--- src/rtl/sdram_pkg.sv ---
// Shared definitions for the SDRAM read-stream client: default address
// width, FSM state encoding and the request/ack timeout limit.
package sdram_pkg;

  localparam int ADDR_W_DEFAULT = 22;
  localparam int DATA_W         = 16;

  typedef logic [2:0] state_t;

  localparam state_t ST_IDLE  = 3'd0;
  localparam state_t ST_ISSUE = 3'd1;
  localparam state_t ST_REQ   = 3'd2;
  localparam state_t ST_ACK   = 3'd3;
  localparam state_t ST_DONE  = 3'd4;

  localparam int              TMO_W       = 10;
  localparam logic [TMO_W-1:0] TIMEOUT_MAX = 10'd1023;

endpackage

--- src/rtl/sdram_stream_fifo.sv ---
// First-word-fall-through FIFO between the SDRAM read client and the
// downstream stream. A simultaneous push and pop is accepted when full;
// a word written into an empty FIFO cannot pop in the same cycle.
module sdram_stream_fifo #(
  parameter int DEPTH = 8,
  parameter int DW    = 16
) (
  input  logic                     clk,
  input  logic                     rst_n,
  input  logic                     push,
  input  logic                     pop,
  input  logic [DW-1:0]            din,
  output logic [DW-1:0]            dout,
  output logic                     empty,
  output logic                     full,
  output logic [$clog2(DEPTH):0]   count
);

  localparam int PW = $clog2(DEPTH);
  localparam logic [PW:0] FULL_CNT = (PW+1)'(DEPTH);

  logic [DW-1:0] mem [DEPTH];
  logic [PW-1:0] wr_ptr;
  logic [PW-1:0] rd_ptr;
  logic          do_push;
  logic          do_pop;

  assign empty   = (count == '0);
  assign full    = (count == FULL_CNT);
  assign do_pop  = pop && !empty;
  assign do_push = push && (!full || do_pop);
  assign dout    = mem[rd_ptr];

  // Storage, pointers and occupancy; storage is cleared so dout reads 0 after reset.
  always_ff @(posedge clk or negedge rst_n) begin
    if (!rst_n) begin
      for (int i = 0; i < DEPTH; i++) mem[i] <= '0;
      wr_ptr <= '0;
      rd_ptr <= '0;
      count  <= '0;
    end else begin
      if (do_push) begin
        mem[wr_ptr] <= din;
        wr_ptr      <= wr_ptr + 1'b1;
      end
      if (do_pop) rd_ptr <= rd_ptr + 1'b1;
      case ({do_push, do_pop})
        2'b10:   count <= count + 1'b1;
        2'b01:   count <= count - 1'b1;
        default: count <= count;
      endcase
    end
  end

endmodule

--- src/rtl/sdram_rd_stream.sv ---
// Sequential SDRAM read client: issues one single-word read at a time from
// start_addr for word_cnt words and streams the captured data out through
// a FWFT FIFO with valid/ready backpressure.
// Optional feature macro: SDRAM_RD_TIMEOUT_EN (request/ack watchdog, err flag).
//
// state    | meaning
// ---------+-------------------------------------------
// ST_IDLE  | waiting for start
// ST_ISSUE | waiting for a free FIFO slot
// ST_REQ   | sdram_rd_req held high until ack is seen
// ST_ACK   | waiting for ack to fall, then capture word
// ST_DONE  | final cycle before done pulses
module sdram_rd_stream
  import sdram_pkg::*;
#(
  parameter int DEPTH  = 8,
  parameter int ADDR_W = ADDR_W_DEFAULT
) (
  input  logic              clk,
  input  logic              rst_n,
  input  logic              start,
  input  logic [ADDR_W-1:0] start_addr,
  input  logic [15:0]       word_cnt,
  output logic              busy,
  output logic              done,
  output logic              sdram_rd_req,
  input  logic              sdram_rd_ack,
  output logic [ADDR_W-1:0] sys_addr,
  input  logic [15:0]       sys_data_out,
  output logic [15:0]       m_data,
  output logic              m_valid,
  input  logic              m_ready,
  output logic              err
);

  localparam int            CW       = $clog2(DEPTH) + 1;
  localparam logic [CW-1:0] FIFO_CAP = CW'(DEPTH);

  state_t        state;
  logic [15:0]   remaining;
  logic          fifo_push;
  logic          fifo_pop;
  logic          fifo_empty;
  logic          fifo_full;
  logic [CW-1:0] fifo_count;
  logic          tmo_hit;

  // The word is captured on the first cycle ack is seen low in ST_ACK.
  assign fifo_push = (state == ST_ACK) && !sdram_rd_ack;
  assign fifo_pop  = m_valid && m_ready;
  assign m_valid   = !fifo_empty;

  sdram_stream_fifo #(
    .DEPTH (DEPTH),
    .DW    (DATA_W)
  ) u_fifo (
    .clk   (clk),
    .rst_n (rst_n),
    .push  (fifo_push),
    .pop   (fifo_pop),
    .din   (sys_data_out),
    .dout  (m_data),
    .empty (fifo_empty),
    .full  (fifo_full),
    .count (fifo_count)
  );

`ifdef SDRAM_RD_TIMEOUT_EN
  logic [TMO_W-1:0] tmo_cnt;

  assign tmo_hit = ((state == ST_REQ) || (state == ST_ACK)) && (tmo_cnt == '0);

  // Watchdog down-counter, reloaded on entry to ST_REQ and to ST_ACK.
  always_ff @(posedge clk or negedge rst_n) begin
    if (!rst_n) begin
      tmo_cnt <= TIMEOUT_MAX;
    end else if ((state != ST_REQ) && (state != ST_ACK)) begin
      tmo_cnt <= TIMEOUT_MAX;
    end else if ((state == ST_REQ) && sdram_rd_ack) begin
      tmo_cnt <= TIMEOUT_MAX;
    end else if (tmo_cnt != '0) begin
      tmo_cnt <= tmo_cnt - 1'b1;
    end
  end

  // Sticky timeout flag, cleared only by an accepted start.
  always_ff @(posedge clk or negedge rst_n) begin
    if (!rst_n) begin
      err <= 1'b0;
    end else if ((state == ST_IDLE) && start && !busy) begin
      err <= 1'b0;
    end else if (tmo_hit && !fifo_push && !((state == ST_REQ) && sdram_rd_ack)) begin
      err <= 1'b1;
    end
  end
`else
  assign tmo_hit = 1'b0;
  assign err     = 1'b0;
`endif

  // Main sequencing FSM with registered busy/done/request/address.
  always_ff @(posedge clk or negedge rst_n) begin
    if (!rst_n) begin
      state        <= ST_IDLE;
      busy         <= 1'b0;
      done         <= 1'b0;
      sdram_rd_req <= 1'b0;
      sys_addr     <= '0;
      remaining    <= '0;
    end else begin
      done <= 1'b0;
      case (state)
        ST_IDLE: begin
          // busy stays up through the done cycle, so a start there is dropped.
          busy <= 1'b0;
          if (start && !busy) begin
            busy      <= 1'b1;
            sys_addr  <= start_addr;
            remaining <= word_cnt;
            state     <= (word_cnt == 16'd0) ? ST_DONE : ST_ISSUE;
          end
        end
        ST_ISSUE: begin
          if (fifo_count < FIFO_CAP) begin
            sdram_rd_req <= 1'b1;
            state        <= ST_REQ;
          end
        end
        ST_REQ: begin
          if (sdram_rd_ack) begin
            sdram_rd_req <= 1'b0;
            state        <= ST_ACK;
          end else if (tmo_hit) begin
            sdram_rd_req <= 1'b0;
            state        <= ST_DONE;
          end
        end
        ST_ACK: begin
          if (!sdram_rd_ack) begin
            sys_addr  <= sys_addr + 1'b1;
            remaining <= remaining - 1'b1;
            state     <= (remaining == 16'd1) ? ST_DONE : ST_ISSUE;
          end else if (tmo_hit) begin
            state <= ST_DONE;
          end
        end
        ST_DONE: begin
          done  <= 1'b1;
          state <= ST_IDLE;
        end
        default: state <= ST_IDLE;
      endcase
    end
  end

  // One outstanding request means a push never lands on a full FIFO without a pop.
  a_no_overflow: assert property (@(posedge clk) disable iff (!rst_n)
    !(fifo_push && fifo_full && !fifo_pop));

endmodule

--- config.mk ---
export PLATFORM = sky130hd
export DESIGN_NAME = sdram_rd_stream
export DESIGN_NICKNAME = d
export VERILOG_FILES = /design/src/rtl/sdram_pkg.sv /design/src/rtl/sdram_stream_fifo.sv /design/src/rtl/sdram_rd_stream.sv
export SDC_FILE = /design/constraint.sdc
export NUM_CORES = 1
export LEC_CHECK = 0
export CORE_MARGIN = 5
export CORE_UTILIZATION = 40
export CTS_BUF_LIST = sky130_fd_sc_hd__clkbuf_4 sky130_fd_sc_hd__clkbuf_8
export CTS_CLUSTER_SIZE = 20
export DETAILED_ROUTE_END_ITERATION = 6
export GPL_TIMING_DRIVEN = 0
export PLACE_DENSITY_LB_ADDON = 0.2
export SLEW_MARGIN = 15
export SYNTH_ARGS = -nofsm -noshare
export SYNTH_HDL_FRONTEND = slang
export SYNTH_HIERARCHICAL = 1
export SYNTH_SLANG_ARGS = --single-unit
--- constraint.sdc ---
create_clock -name clk -period 3 [get_ports clk]
set_input_delay 0.6 -clock clk [delete_from_list [all_inputs] [get_ports clk]]
set_output_delay 0.6 -clock clk [all_outputs]
set_load 0.05 [all_outputs]
==> results of run 1 <==
-- metal layers --
metal | up-vias | share of wire
met5 | - | 0
met4 | 0 | 0.016
met3 | 24 | 0.048
met2 | 208 | 0.47
met1 | 3450 | 0.46
li1 | 3117 | -
-- layout make-up --
cell class                      count  area (µm²)  share of cell area
Multi-Input combinational cell    495        4650               0.399
Sequential cell                   182        4560               0.391
Timing Repair Buffer              122        1160               0.100
Tap cell                          319         399              0.0342
Buffer                             48         372              0.0319
Clock buffer                       17         234              0.0201
Clock inverter                     15         213              0.0183
Inverter                           17        63.8             0.00548
-- what timing repair did --
action	CTS	global route
resized for setup	63	31
cloned	0	0
buffers inserted	13	8
setup endpoints to repair	55	23
pin swaps	1	2
-- sequential cells by signal (all words and copies together) (netlist names) --
| signal | cells |
|---|---|
| u_fifo/count | 4 |
| busy | 1 |
| sys_addr | 22 |
| remaining | 16 |
| state | 3 |
| sdram_rd_req | 1 |
| u_fifo/wr_ptr | 3 |
| u_fifo/rd_ptr | 3 |
| u_fifo/mem | 128 |
| done | 1 |
-- worst min path at each step --
stage	startpoint	to	slack, ns	depth (start not counted)
after global placement	u_fifo/mem[11]	u_fifo/mem[11]	0.48	1
after global routing	rst_n	u_fifo/mem[45]	0.12	1
after detailed placement	u_fifo/mem[11]	u_fifo/mem[11]	0.48	1
after CTS	rst_n	u_fifo/mem[48]	0.13	1
after floorplan	rst_n	busy	0.30	0
final	rst_n	u_fifo/mem[44]	0.10	1
-- power breakdown --
| group | switching, mW | leakage [nW] | internal, mW |
|---|---|---|---|
| clock network | 1.00 | 0.211 | 0.861 |
| registers | 0.908 | 2.27 | 3.54 |
| logic | 3.83 | 2.50 | 3.12 |
| total | 5.74 | 4.98 | 7.52 |
-- worst reg2reg max path: cells and delay by family, from the launching register on --
family,cells,cell delay [ns]
DFF,1,0.48
buffers and inverters,13,1.65
and+or+nand+nor,3,0.56
AOI/OAI and AO/OA,1,0.08
xor gates and xnor gates,1,0.12
-- stage by stage --
stage	std cells	power (mW)	hold WS, ns
after global placement	1165	11.1	0.478
after floorplan	746	9.17	0.304
after detailed placement	1166	11.2	0.481
after global routing	1215	14.0	0.125
final	1215	13.3	0.101
after CTS	1207	13.2	0.126
==> reports/metrics.cfg, run 1 <==
[flow_run]
drv_cap = 0

[setup_path]
path_cells = nor4_4, nor2b_4, buf_12, o41ai_4, inv_2, buf_6, buf_4, buf_4, buf_4, buf_4, buf_4, buf_4, buf_4, buf_4, buf_4, buf_4, nand2_1, xnor2_1
crit_slowest_cell = dfrtp_2
crit_end = u_fifo/rd_ptr[2]
slowest_delay_ns = 0.48
cp.arrival_ns = 3.34
reg2reg_depth = 18
critPathTopFamily = buffers and inverters
end_kind = flop
crit_buf_inv = 13
reg2reg_slack_ns = 0.05
start_kind = flop
path_depth = 18
setup.worst_path.class = flop to flop
timing.rr.start = u_fifo/count[2]
path_common_cell = buf_4
crit_fanout = 10
rr_endpoint = u_fifo/rd_ptr[2]
cp.required_ns = 3.39
cp-startpoint = u_fifo/count[2]

[floorplanning]
dieArea_um2 = 26900
die_height_um = 164
die_w_um = 164
rows = 56
start_util = 0.406
core-area_um2 = 23400
io_pins = 102

[routing]
wl_per_cell_um = 19.9
num_vias = 6799
antenna_left = 0
wl_um = 24200
drc = 0
routed_via_density = 5.60
drt-initial-drc-count = 380
first_pass_iters = 5

[cts]
clockBufferDepth = 2
cts_root_buffer = clkbuf_8
htree_levels = 4
hold_buffers = 0
clock_latency_ns = 0.47
cts_tree = built
cts_inserted_buffers = 17
clk_pin_slew_ns = 0.11
cts.sinks = 182

[layout]
layout_common_cells = 176 x dfrtp_1, 115 x mux2_2, 83 x clkdlybuf4s50_1
layout_commonest_cell = dfrtp_1
diodes = 0
utilization = 0.498
design_area_um2 = 11700
fillers = 2080
finish.net_count = 951
syn_to_final_growth_pct = 22.7
drive_above_1_share = 0.331

[timing]
post-route-period-util = 0.983
skew_ns = 0.0214
tightest_slew_ns = 1.06
drv_slew = 0
finalSetupViolCount = 0
period_minus_slack_ns = 2.95
max_clock_freq_mhz = 339
hold_viol = 0
rsz0062_at_grt = true
setup_ws_ns = 0.0495
slew_headroom = 0.287
tns_ns = 0

[grt]
antenna_found_initial = 0
grt_util_all_layers = 0.183
grt_remaining_overflow = 0
first_global_vias = 6975
grt_pass1_wl_um = 38300
grtUsageMet2 = 0.292
grt_busiest_layer = met2
met3_usage = 0.0326
use_met1 = 0.256
grt_max_degree = 99

[power]
vdd_drop_max_mv = 0.519
p_leak_nw = 4.98
p_per_area_nw_per_um2 = 1140

[placed_design]
io_buffers = 100
placed_area_um2 = 10900
place_ws_ns = -0.845
gp_congestion = 0.854
dpl.hpwl_um = 16200

[synthesis]
synth_nets = 814
postSynthCellCount = 746
ys_warn_count = 6
syn_avg_cell_area_um2 = 12.7
syn_area_um2 = 9500

[status]
status = finished clean

[min_path]
min_path_type = input pin to async pin

Note: power is estimated with default switching activity, not from simulation.
==> run 2: changes to the inputs <==
--- a/config.mk
+++ b/config.mk
@@ -11,9 +11,9 @@
 export CTS_CLUSTER_SIZE = 20
 export DETAILED_ROUTE_END_ITERATION = 6
 export GPL_TIMING_DRIVEN = 0
+export MAX_ROUTING_LAYER = met4
 export PLACE_DENSITY_LB_ADDON = 0.2
 export SLEW_MARGIN = 15
 export SYNTH_ARGS = -nofsm -noshare
 export SYNTH_HDL_FRONTEND = slang
-export SYNTH_HIERARCHICAL = 1
 export SYNTH_SLANG_ARGS = --single-unit
==> run 2 against run 1 <==
  * Final cell count down 6.8%
  * Clock power shrank 13%
  * Design area shrank 6.9%
  * Global-route usage increased by 0.18 points
  * Fmax is 1.7% higher
  * Non-clock buffer count shrank 26
  * Flip-flop and latch count did not move
  * Hold slack better by 0.051 ns
  * Synthesized area decreased by 4.6%
  * Wire length is 6.6% lower
  * Critical path type is now flop to output pin
  * Largest cell class is now sequential cells
==> reports/metrics.cfg, run 2 <==
[power]
intPower_mw = 6.79  ; was 7.52 mW
p_seq_frac = 0.362  ; was 0.335
power_frac_clock = 0.138  ; was 0.141
p_sw_frac = 0.421  ; was 0.433
power_switching_mw = 4.93  ; was 5.74 mW
vdd_drop_max_mv = 0.668  ; was 0.519 mV
p_leak_nw = 4.69  ; was 4.98 nW
combPwrFrac = 0.500  ; was 0.524
p_per_area_nw_per_um2 = 1080  ; was 1140 nW/µm²

[cts]
cts.sinks = 182  ; unchanged
clk_pin_slew_ns = 0.10  ; was 0.11 ns
cts_inserted_buffers = 17  ; unchanged
cts_root_buffer = clkbuf_8  ; unchanged
cts_tree = built  ; unchanged
clock_latency_ns = 0.47  ; about the same
htree_levels = 4  ; unchanged
clockBufferDepth = 2  ; unchanged

[timing]
tns_ns = 0  ; unchanged
hold_viol = 0  ; unchanged
period_minus_slack_ns = 2.90  ; was 2.95 ns
rsz0062_at_grt = true  ; unchanged
setup_ws_ns = 0.0982  ; was 0.0495 ns
skew_ns = 0.0172  ; was 0.0214 ns
max_clock_freq_mhz = 345  ; was 339 MHz
post-route-period-util = 0.967  ; was 0.983
finalSetupViolCount = 0  ; unchanged
whs_ns = 0.152  ; was 0.101 ns
tightest_slew_ns = 0.998  ; was 1.06 ns
drv_slew = 0  ; unchanged
slew_headroom = 0.333  ; was 0.287

[layout]
top_register = u_fifo.mem  ; was u_fifo/mem
reg_top3 = u_fifo.mem: 128 flops, sys_addr: 22 flops, remaining: 16 flops  ; was u_fifo/mem: 128 flops, sys_addr: 22 flops, remaining: 16 flops
design_area_um2 = 10800  ; was 11700 µm²
fillers = 2020  ; was 2080
multi_input_area_um2 = 4240  ; was 4650 µm²
diodes = 0  ; unchanged
final-seq-area_um2 = 4560  ; about the same
layout_commonest_cell = dfrtp_1  ; unchanged
utilization = 0.482  ; was 0.498
syn_to_final_growth_pct = 19.7  ; was 22.7%
drive_above_1_share = 0.308  ; was 0.331
finish.net_count = 903  ; was 951
layout_common_cells = 180 x dfrtp_1, 138 x mux2_2, 83 x clkdlybuf4s50_1  ; was 176 x dfrtp_1, 115 x mux2_2, 83 x clkdlybuf4s50_1
largest_reg_flops = 128  ; unchanged

[grt]
grt_max_degree = 95  ; was 99
first_global_vias = 6432  ; was 6975
antenna_found_initial = 0  ; unchanged
grt_remaining_overflow = 0  ; unchanged
grt_util_all_layers = 0.185  ; was 0.183
grt_pass1_wl_um = 36600  ; was 38300 µm

[synthesis]
synth_seq_cells = 182
synth_edf_count = 0
synth_async_sr_flop_share = 1.00
syn_area_um2 = 9070  ; was 9500 µm²
ys_warn_count = 0  ; was 6
synth_area_leaders = dfrtp_1 50%, mux2_2 17%, mux4_2 7.9%, a21oi_1 2.4%, nor2_1 1.8%
syn_avg_cell_area_um2 = 12.6  ; was 12.7 µm²
synth_top_cell_by_area = dfrtp_1
netlist_top_cells_count = 182 x dfrtp_1, 138 x mux2_2, 44 x a21oi_1, 44 x nor2_1
ys_types = 61
ys_seq_area_frac = 0.502
ys.flop_type = dfrtp_1
postSynthCellCount = 718  ; was 746
yosys.area.top_type_share = 0.502
synth_most_common_cell = dfrtp_1
synth_nets = 785  ; was 814

[floorplanning]
die_height_um = 161  ; was 164 µm
io_pins = 102  ; unchanged
core-area_um2 = 22500  ; was 23400 µm²
die_w_um = 161  ; was 164 µm
rows = 55  ; was 56
dieArea_um2 = 25800  ; was 26900 µm²
start_util = 0.403  ; was 0.406

[placed_design]
dpl.hpwl_um = 15000  ; was 16200 µm
io_buffers = 100  ; unchanged
place_ws_ns = -0.443  ; was -0.845 ns
placed_area_um2 = 10500  ; was 10900 µm²
gp_congestion = 0.844  ; was 0.854

[setup_path]
timing.rr.start = state[1]  ; was u_fifo/count[2]
crit_fanout = 5  ; was 10
rr_endpoint = u_fifo.mem[92]  ; was u_fifo/rd_ptr[2]
reg2reg_slack_ns = 0.39  ; was 0.05 ns
start_kind = flop  ; unchanged
cp.arrival_ns = 2.30  ; was 3.34 ns
cp.required_ns = 2.40  ; was 3.39 ns
end_kind = output pin  ; was flop
cp-startpoint = u_fifo.count[0]  ; was u_fifo/count[2]
reg2reg_depth = 5  ; was 18
setup.worst_path.class = flop to output pin  ; was flop to flop
crit_end = m_valid  ; was u_fifo/rd_ptr[2]

[status]
status = finished clean  ; unchanged

[routing]
num_vias = 6309  ; was 6799
routed_via_density = 5.57  ; was 5.60
wl_um = 22600  ; was 24200 µm
antenna_left = 0  ; unchanged
wl_per_cell_um = 20.0  ; was 19.9 µm
drt-initial-drc-count = 425  ; was 380
first_pass_iters = 5  ; unchanged
drc = 0  ; unchanged

[flow_run]
drv_cap = 0  ; unchanged

[min_path]
min_path_type = input pin to async pin  ; unchanged

[run 2: cell type report]
cell class	count	area share
repair buffers	102	0.0920
multi-input cells	479	0.391
clock inverters	10	0.00934
flip-flops and latches	182	0.420
well taps	285	0.0329
inverters	12	0.00415
clock buffers	20	0.0254
plain buffers	42	0.0249
[run 2: cells by family after synthesis]
kind of cell    count (synthesis)  synth area share
simple gates                  151            0.0890
xor+xnor                        7           0.00676
compound gates                128            0.0882
flops                         182             0.502
mux                           184             0.272
fa+ha+maj                       8            0.0119
buf+inv                        57            0.0295
other cells                     1          0.000414
[run 2: worst max-delay path, stage by stage (launching register included)]
cell and delay, ns:
dfrtp_1 0.44, or4_1 0.65, clkdlybuf4s50_1 0.75
[run 2: what timing repair did]
item | 4_1_cts | 5_1_grt
hold buffers | 0 | 0
buffers inserted | 1 | 0
gates resized for setup | 64 | 25
endpoints found under the hold margin | 0 | 0
endpoints found under the setup margin | 16 | 16
[run 2: power by group through the flow]
stage | registers (mW) | clock network [mW] | logic (mW)
after global placement | 4.21 | 0 | 5.92
after floorplan | 4.56 | 0 | 3.82
after global routing | 4.38 | 1.77 | 6.32
after CTS | 4.23 | 1.67 | 5.96
after detailed placement | 4.22 | 0 | 5.99
final | 4.24 | 1.62 | 5.86
[run 2: per-stage QoR]
step           power, mW  instances
6_report            11.7       1132
5_1_grt             12.5       1132
4_1_cts             11.9       1132
3_5_place_dp        10.2       1104
3_3_place_gp        10.1       1103
2_1_floorplan       8.39        718
[run 2: worst min-delay path by stage]
stage | cells past startpoint | to | slack (ns)
4_1_cts | 1 | u_fifo.count[0] | 0.19
3_5_place_dp | 1 | u_fifo.mem[18] | 0.49
5_1_grt | 1 | done | 0.19
3_3_place_gp | 1 | u_fifo.mem[21] | 0.48
6_report | 1 | done | 0.15
2_1_floorplan | 0 | busy | 0.30
[run 2: layer usage]
layer / share of wire / track usage
met1: 0.47 / 0.260
met2: 0.48 / 0.285
met3: 0.042 / 0.0354
met4: 0.010 / 0.0336
met5: 0 / -
==> run 3: changes to the inputs <==
--- a/config.mk
+++ b/config.mk
@@ -5,7 +5,6 @@
 export SDC_FILE = /design/constraint.sdc
 export NUM_CORES = 1
 export LEC_CHECK = 0
-export CORE_MARGIN = 5
 export CORE_UTILIZATION = 40
 export CTS_BUF_LIST = sky130_fd_sc_hd__clkbuf_4 sky130_fd_sc_hd__clkbuf_8
 export CTS_CLUSTER_SIZE = 20
==> run 3 against run 2 <==
  * The run now ends with DRC left
  * Critical path depth rose by 2
  * Non-clock buffer count rose by 1
  * Via count rose by 3.6%
  * Critical path type unchanged
==> reports/metrics.cfg, run 3 (same netlist as run 2, synthesis figures left out) <==
[floorplanning]
rows = 54  ; was 55
core-area_um2 = 22000  ; was 22500 µm²
io_pins = 102  ; unchanged
die_w_um = 153  ; was 161 µm
die_height_um = 153  ; was 161 µm
start_util = 0.412  ; was 0.403
dieArea_um2 = 23300  ; was 25800 µm²

[layout]
diodes = 0  ; unchanged
drive_above_1_share = 0.308  ; unchanged
reg_top3 = u_fifo.mem: 128 flops, sys_addr: 22 flops, remaining: 16 flops  ; unchanged
fillers = 1934  ; was 2020
largest_reg_flops = 128  ; unchanged
design_area_um2 = 10900  ; was 10800 µm²
syn_to_final_growth_pct = 19.9  ; was 19.7%
final_cells = 1127  ; was 1132
layout_common_cells = 180 x dfrtp_1, 138 x mux2_2, 83 x clkdlybuf4s50_1  ; unchanged
layout_commonest_cell = dfrtp_1  ; unchanged
finish.net_count = 904  ; was 903
top_register = u_fifo.mem  ; unchanged

[cts]
hold_buffers = 0  ; unchanged
cts_tree = built  ; unchanged
htree_levels = 4  ; unchanged
cts_root_buffer = clkbuf_8  ; unchanged
clk_pin_slew_ns = 0.09  ; was 0.10 ns
clockBufferDepth = 2  ; unchanged
cts.sinks = 182  ; unchanged
cts_inserted_buffers = 17  ; unchanged
clock_latency_ns = 0.46  ; was 0.47 ns

[setup_path]
rr_endpoint = u_fifo.mem[46]  ; was u_fifo.mem[92]
reg2reg_depth = 6  ; was 5
path_cells = buf_12, mux4_2, mux2_2, clkdlybuf4s15_2  ; was or4_1, clkdlybuf4s50_1
cp.required_ns = 2.40  ; about the same
setup.worst_path.class = flop to output pin  ; unchanged
end_kind = output pin  ; unchanged
reg2reg_slack_ns = 0.40  ; was 0.39 ns
crit_fanout = 10  ; was 5
slowest_delay_ns = 0.54  ; was 0.75 ns
cp.arrival_ns = 2.35  ; was 2.30 ns
timing.rr.start = u_fifo.count[0]  ; was state[1]
start_kind = flop  ; unchanged
crit_slowest_cell = dfrtp_2  ; was clkdlybuf4s50_1

[timing]
tightest_slew_ns = 0.994  ; was 0.998 ns
period_minus_slack_ns = 2.95  ; was 2.90 ns
post-route-period-util = 0.982  ; was 0.967
skew_ns = 0.0174  ; was 0.0172 ns
drv_slew = 0  ; unchanged
slew_headroom = 0.336  ; was 0.333
max_clock_freq_mhz = 339  ; was 345 MHz
rsz0062_at_grt = true  ; unchanged
hold_viol = 0  ; unchanged
finalSetupViolCount = 0  ; unchanged
whs_ns = 0.121  ; was 0.152 ns

[grt]
grt_util_all_layers = 0.215  ; was 0.185
first_global_vias = 6838  ; was 6432
grt_remaining_overflow = 0  ; unchanged
antenna_found_initial = 0  ; unchanged
grt_max_degree = 101  ; was 95
grt_pass1_wl_um = 37600  ; was 36600 µm

[power]
p_leak_nw = 4.72  ; was 4.69 nW
finalPower_mw = 12.0  ; was 11.7 mW
p_per_area_nw_per_um2 = 1100  ; was 1080 nW/µm²
vdd_drop_max_mv = 0.581  ; was 0.668 mV

[status]
status = complete, but fails checks  ; was finished clean
violations = DRC

[routing]
drt-initial-drc-count = 473  ; was 425
wl_per_cell_um = 20.6  ; was 20.0 µm
routed_via_density = 5.80  ; was 5.57
first_pass_iters = 7  ; was 5
drc = 5  ; was 0
wl_um = 23200  ; was 22600 µm
antenna_left = 0  ; unchanged
num_vias = 6535  ; was 6309

[placed_design]
placed_area_um2 = 10500  ; about the same
dpl.hpwl_um = 15700  ; was 15000 µm
place_inst = 1099  ; was 1104
gp_congestion = 0.892  ; was 0.844
io_buffers = 100  ; unchanged

[flow_run]
drv_cap = 0  ; unchanged

[min_path]
min_path_type = input pin to async pin  ; unchanged

==> run 3: repair_timing <==
action	4_1_cts	5_1_grt
endpoints found under the setup margin	16	11
setup buffers	1	1
gates resized for setup	76	20
==> run 3: metrics by stage <==
| stage | util | setup slack [ns] | TNS, ns |
|---|---|---|---|
| 2_1_floorplan | - | 0.425 | 0 |
| 3_3_place_gp | 0.473 | -5.87 | -1079.02 |
| 3_5_place_dp | 0.474 | -0.485 | -14.29 |
| 4_1_cts | 0.495 | -0.0425 | -0.0961 |
| 5_1_grt | 0.493 | -0.0373 | -0.0693 |
| 6_report | 0.493 | 0.0528 | 0 |
==> run 3: final cells by class <==
class                      count  area (µm²)  area share
clock buffer                  21         277      0.0254
clock inverter                 8         149      0.0137
multi-input combinational    479        4240       0.391
timing repair buffer         103         981      0.0903
buffer                        42         264      0.0243
sequential                   182        4560       0.419
inverter                      12        45.0     0.00415
tap                          280         350      0.0322
==> run 3: worst max path at each step <==
stage                          start              end  slack, ns  cells past startpoint
floorplan            u_fifo.count[0]  u_fifo.count[3]       0.43                      8
global placement               rst_n   u_fifo.mem[20]      -5.87                      1
detailed placement  u_fifo.rd_ptr[1]        m_data[6]      -0.49                      5
CTS                 u_fifo.rd_ptr[0]       m_data[13]      -0.04                      4
global route        u_fifo.rd_ptr[0]        m_data[2]      -0.04                      4
finish              u_fifo.rd_ptr[0]        m_data[2]       0.05                      4
==> run 3: metal layers <==
| metal | track usage | wire, µm | vias to the layer above |
|---|---|---|---|
| li1 | - | - | 2921 |
| met1 | 0.284 | 10200 | 3337 |
| met2 | 0.344 | 11500 | 254 |
| met3 | 0.0378 | 1270 | 23 |
| met4 | 0.0592 | 244 | 0 |
| met5 | - | 0 | - |
==> run 3: critical path: cells and delay by family, from the launching register on <==
kind | cells | cell delay (ns)
DFF | 1 | 0.54
buffers and inverters | 2 | 0.54
muxes | 2 | 0.80
==> run 3: report_power, final <==
group | switching, mW | internal [mW] | total (mW)
combinational | 3.30 | 2.56 | 5.86
sequential | 0.810 | 3.48 | 4.29
clock | 0.863 | 0.959 | 1.82
total | 4.97 | 7.01 | 12.0
==> variant (settings of run 2) <==
Build with the macro `SDRAM_RD_TIMEOUT_EN` defined.
--- a/src/rtl/sdram_rd_stream.sv
+++ b/src/rtl/sdram_rd_stream.sv
@@ -11,4 +11,6 @@
 // ST_ACK   | waiting for ack to fall, then capture word
 // ST_DONE  | final cycle before done pulses
+`define SDRAM_RD_TIMEOUT_EN
+
 module sdram_rd_stream
   import sdram_pkg::*;
Check against the original RTL: no difference found for any inputs over 4 cycles, from zero or initial values and one cycle with rst_n low; that may be too few to reach the edited logic, so the function may still have changed.
==> variant against run 2 <==
- sequential cell count is 11 higher
- total power is 7.4% higher
- synthesized area is 7.0% higher
- global-route usage is 0.57 points lower
- final area is 7.3% higher
- wire length is 3.8% higher
- clock power is 8% higher
- worst setup slack worse by 8.2 ps
==> variant: results (changes against run 2) <==
stage	metric	value	unit	change
global_route	grt_max_degree	100		+5.3%
place	port_buffers	101		+1.0%
global_route	grtUsageTotal	17.9	%	-0.57 points
global_route	antenna_found_initial	0		unchanged
place	gp_congestion	0.928		+10%
critical_path	critPathMaxStageDelay	520	ps	-230 ps
finish	drive_gt1_share	28.9	%	-1.9 points
clock_network	cts_max_level	4		unchanged
global_route	grt_pass1_vias	7010		+9.0%
timing	slew_headroom	41.4	%	+8.2 points
synthesis	synthFlopType	dfrtp_1		
synthesis	yosysWarnings	0		unchanged
finish	nNetsFinal	968		+7.2%
pwr	p_leak	4.87	nW	+3.9%
finish	antenna_cells	0		unchanged
timing	finClkSkew	24.3	ps	+7.08 ps
clock_network	cts_root_buf	clkbuf_8		
synthesis	synth_common_cells	183 x dfrtp_1, 107 x mux2_2, 43 x nand2_1, 41 x a21oi_1, 34 x nor2_1		
run_status	status	finished clean		
clock_network	clkTransAtPathRegs	130	ps	+30 ps
critical_path	slowest_stage	mux4_2		
drt	dr.first_iter.drc_count	470		+11%
critical_path	startpoint	u_fifo.rd_ptr[0]		
synthesis	synth-edff-count	0		unchanged
clock_network	cts_max_path_buffers	2		unchanged
critical_path	crit_end	m_data[13]		
synthesis	synth_fp_nets	847		+7.9%
pwr	p_int	7.17	mW	+5.6%
critical_path	r2r_slack	190	ps	-200 ps
critical_path	r2r-start	u_fifo.count[1]		
critical_path	r2r-end	u_fifo.count[2]		
synthesis	synthArstFlopShare	100	%	unchanged
critical_path	crit_fanout	10		+5
drt	num_vias	6759		+7.1%
timing	hold_ws	116	ps	-36.3 ps
drt	dr.pass1.iters	5		unchanged
clock_network	clk_latency	490	ps	+20 ps
global_route	grt_pass1_wl	38.5	mm	+5.1%
synthesis	seq_area_frac_synth	49.9	%	-0.32 points
place	post-dp-hpwl	15.7	mm	+4.2%
min_path	min_path_type	primary input to asynchronous set/reset pin		
synthesis	synth.distinct_cells	67		+9.8%
pwr	worst_ir_drop_vdd	0.577	mV	-14%
synthesis	yosys-top-cells-area	dfrtp_1 47%, mux2_2 12%, mux4_2 7.4%		
place	placed_area	0.0111	sq mm	+6.6%
critical_path	rr_worst_depth	11		+6
clock_network	cts_made_buffers	17		unchanged
finish	reg.largest.list	u_fifo.mem x128, sys_addr x22, remaining x16		
drt	wl_per_cell	19.0	um	-4.9%
## variant: changes by cell type after synthesis, sizes merged, moves of 4 or more
cell,delta
inv,-5
buf,+9
nor3,+9
nand3,+13
nor2,-10
xor2,+6
dfstp,+10
a211oi,+4
nand2,+10
or3,+5
o22a,-5
nor4,+7
## variant: how the worst min path moves through the flow
stage          cells past startpoint             from         endpoint
3_5_place_dp                       1  u_fifo.mem[123]  u_fifo.mem[123]
6_report                           1            rst_n   u_fifo.mem[56]
2_1_floorplan                      0            rst_n             busy
5_1_grt                            1            rst_n   u_fifo.mem[56]
3_3_place_gp                       1  u_fifo.mem[123]  u_fifo.mem[123]
4_1_cts                            1            rst_n   u_fifo.mem[56]
## variant: cell families after synthesis
family | Yosys count | synth area share, %
muxes | 181 | 25.5
DFF | 193 | 49.9
adders and majority gates | 10 | 1.29
and+or+nand+nor | 192 | 10.8
buffers and inverters | 61 | 3.11
xor gates and xnor gates | 14 | 1.26
AOI/OAI and AO/OA | 127 | 8.16
## variant: per-layer routing
metal / wire [um] / GRT usage [%]
met1: 11000 / 24.4
met2: 11100 / 27.8
met3: 972 / 3.09
met4: 408 / 5.20
met5: 0 / -
## variant: worst max-delay path: cells and delay by family, from the launching register on
| family | cells | cell delay (ps) |
|---|---|---|
| flops | 1 | 470 |
| buf+inv | 2 | 550 |
| mux | 2 | 820 |
## variant: repair_timing
action                     CTS  global route
setup endpoints to repair   17             6
hold buffers                 0             0
pin swaps                    0             0
buffers inserted             2             1
resized for setup           61             8
## variant: power by group through the flow
| stage | Combinational (mW) | Clock, mW | Sequential, mW |
|---|---|---|---|
| after CTS | 6.37 | 1.80 | 4.50 |
| after global routing | 6.82 | 1.89 | 4.67 |
| final | 6.33 | 1.75 | 4.51 |
| after detailed placement | 6.42 | 0 | 4.49 |
| after floorplan | 4.16 | 0 | 4.82 |
| after global placement | 6.36 | 0 | 4.48 |
## variant: metrics by stage
stage               instances  TNS [ps]  power [mW]  setup slack, ps
floorplan                 778         0        8.99              232
global placement         1203  -1342930        10.8            -7090
detailed placement       1204     -5580        10.9             -353
CTS                      1235         0        12.7             1.01
global route             1236         0        13.4             1.71
finish                   1236         0        12.6             90.0
## variant: layout make-up
class                      instances  area (sq um)
buffer                            51           313
clock buffer                      17           234
inverter                           7          26.3
fill                            2208         12500
clock inverter                    15           184
multi-input combinational        524          4560
timing repair buffer             105          1070
sequential                       193          4850
tap                              324           405
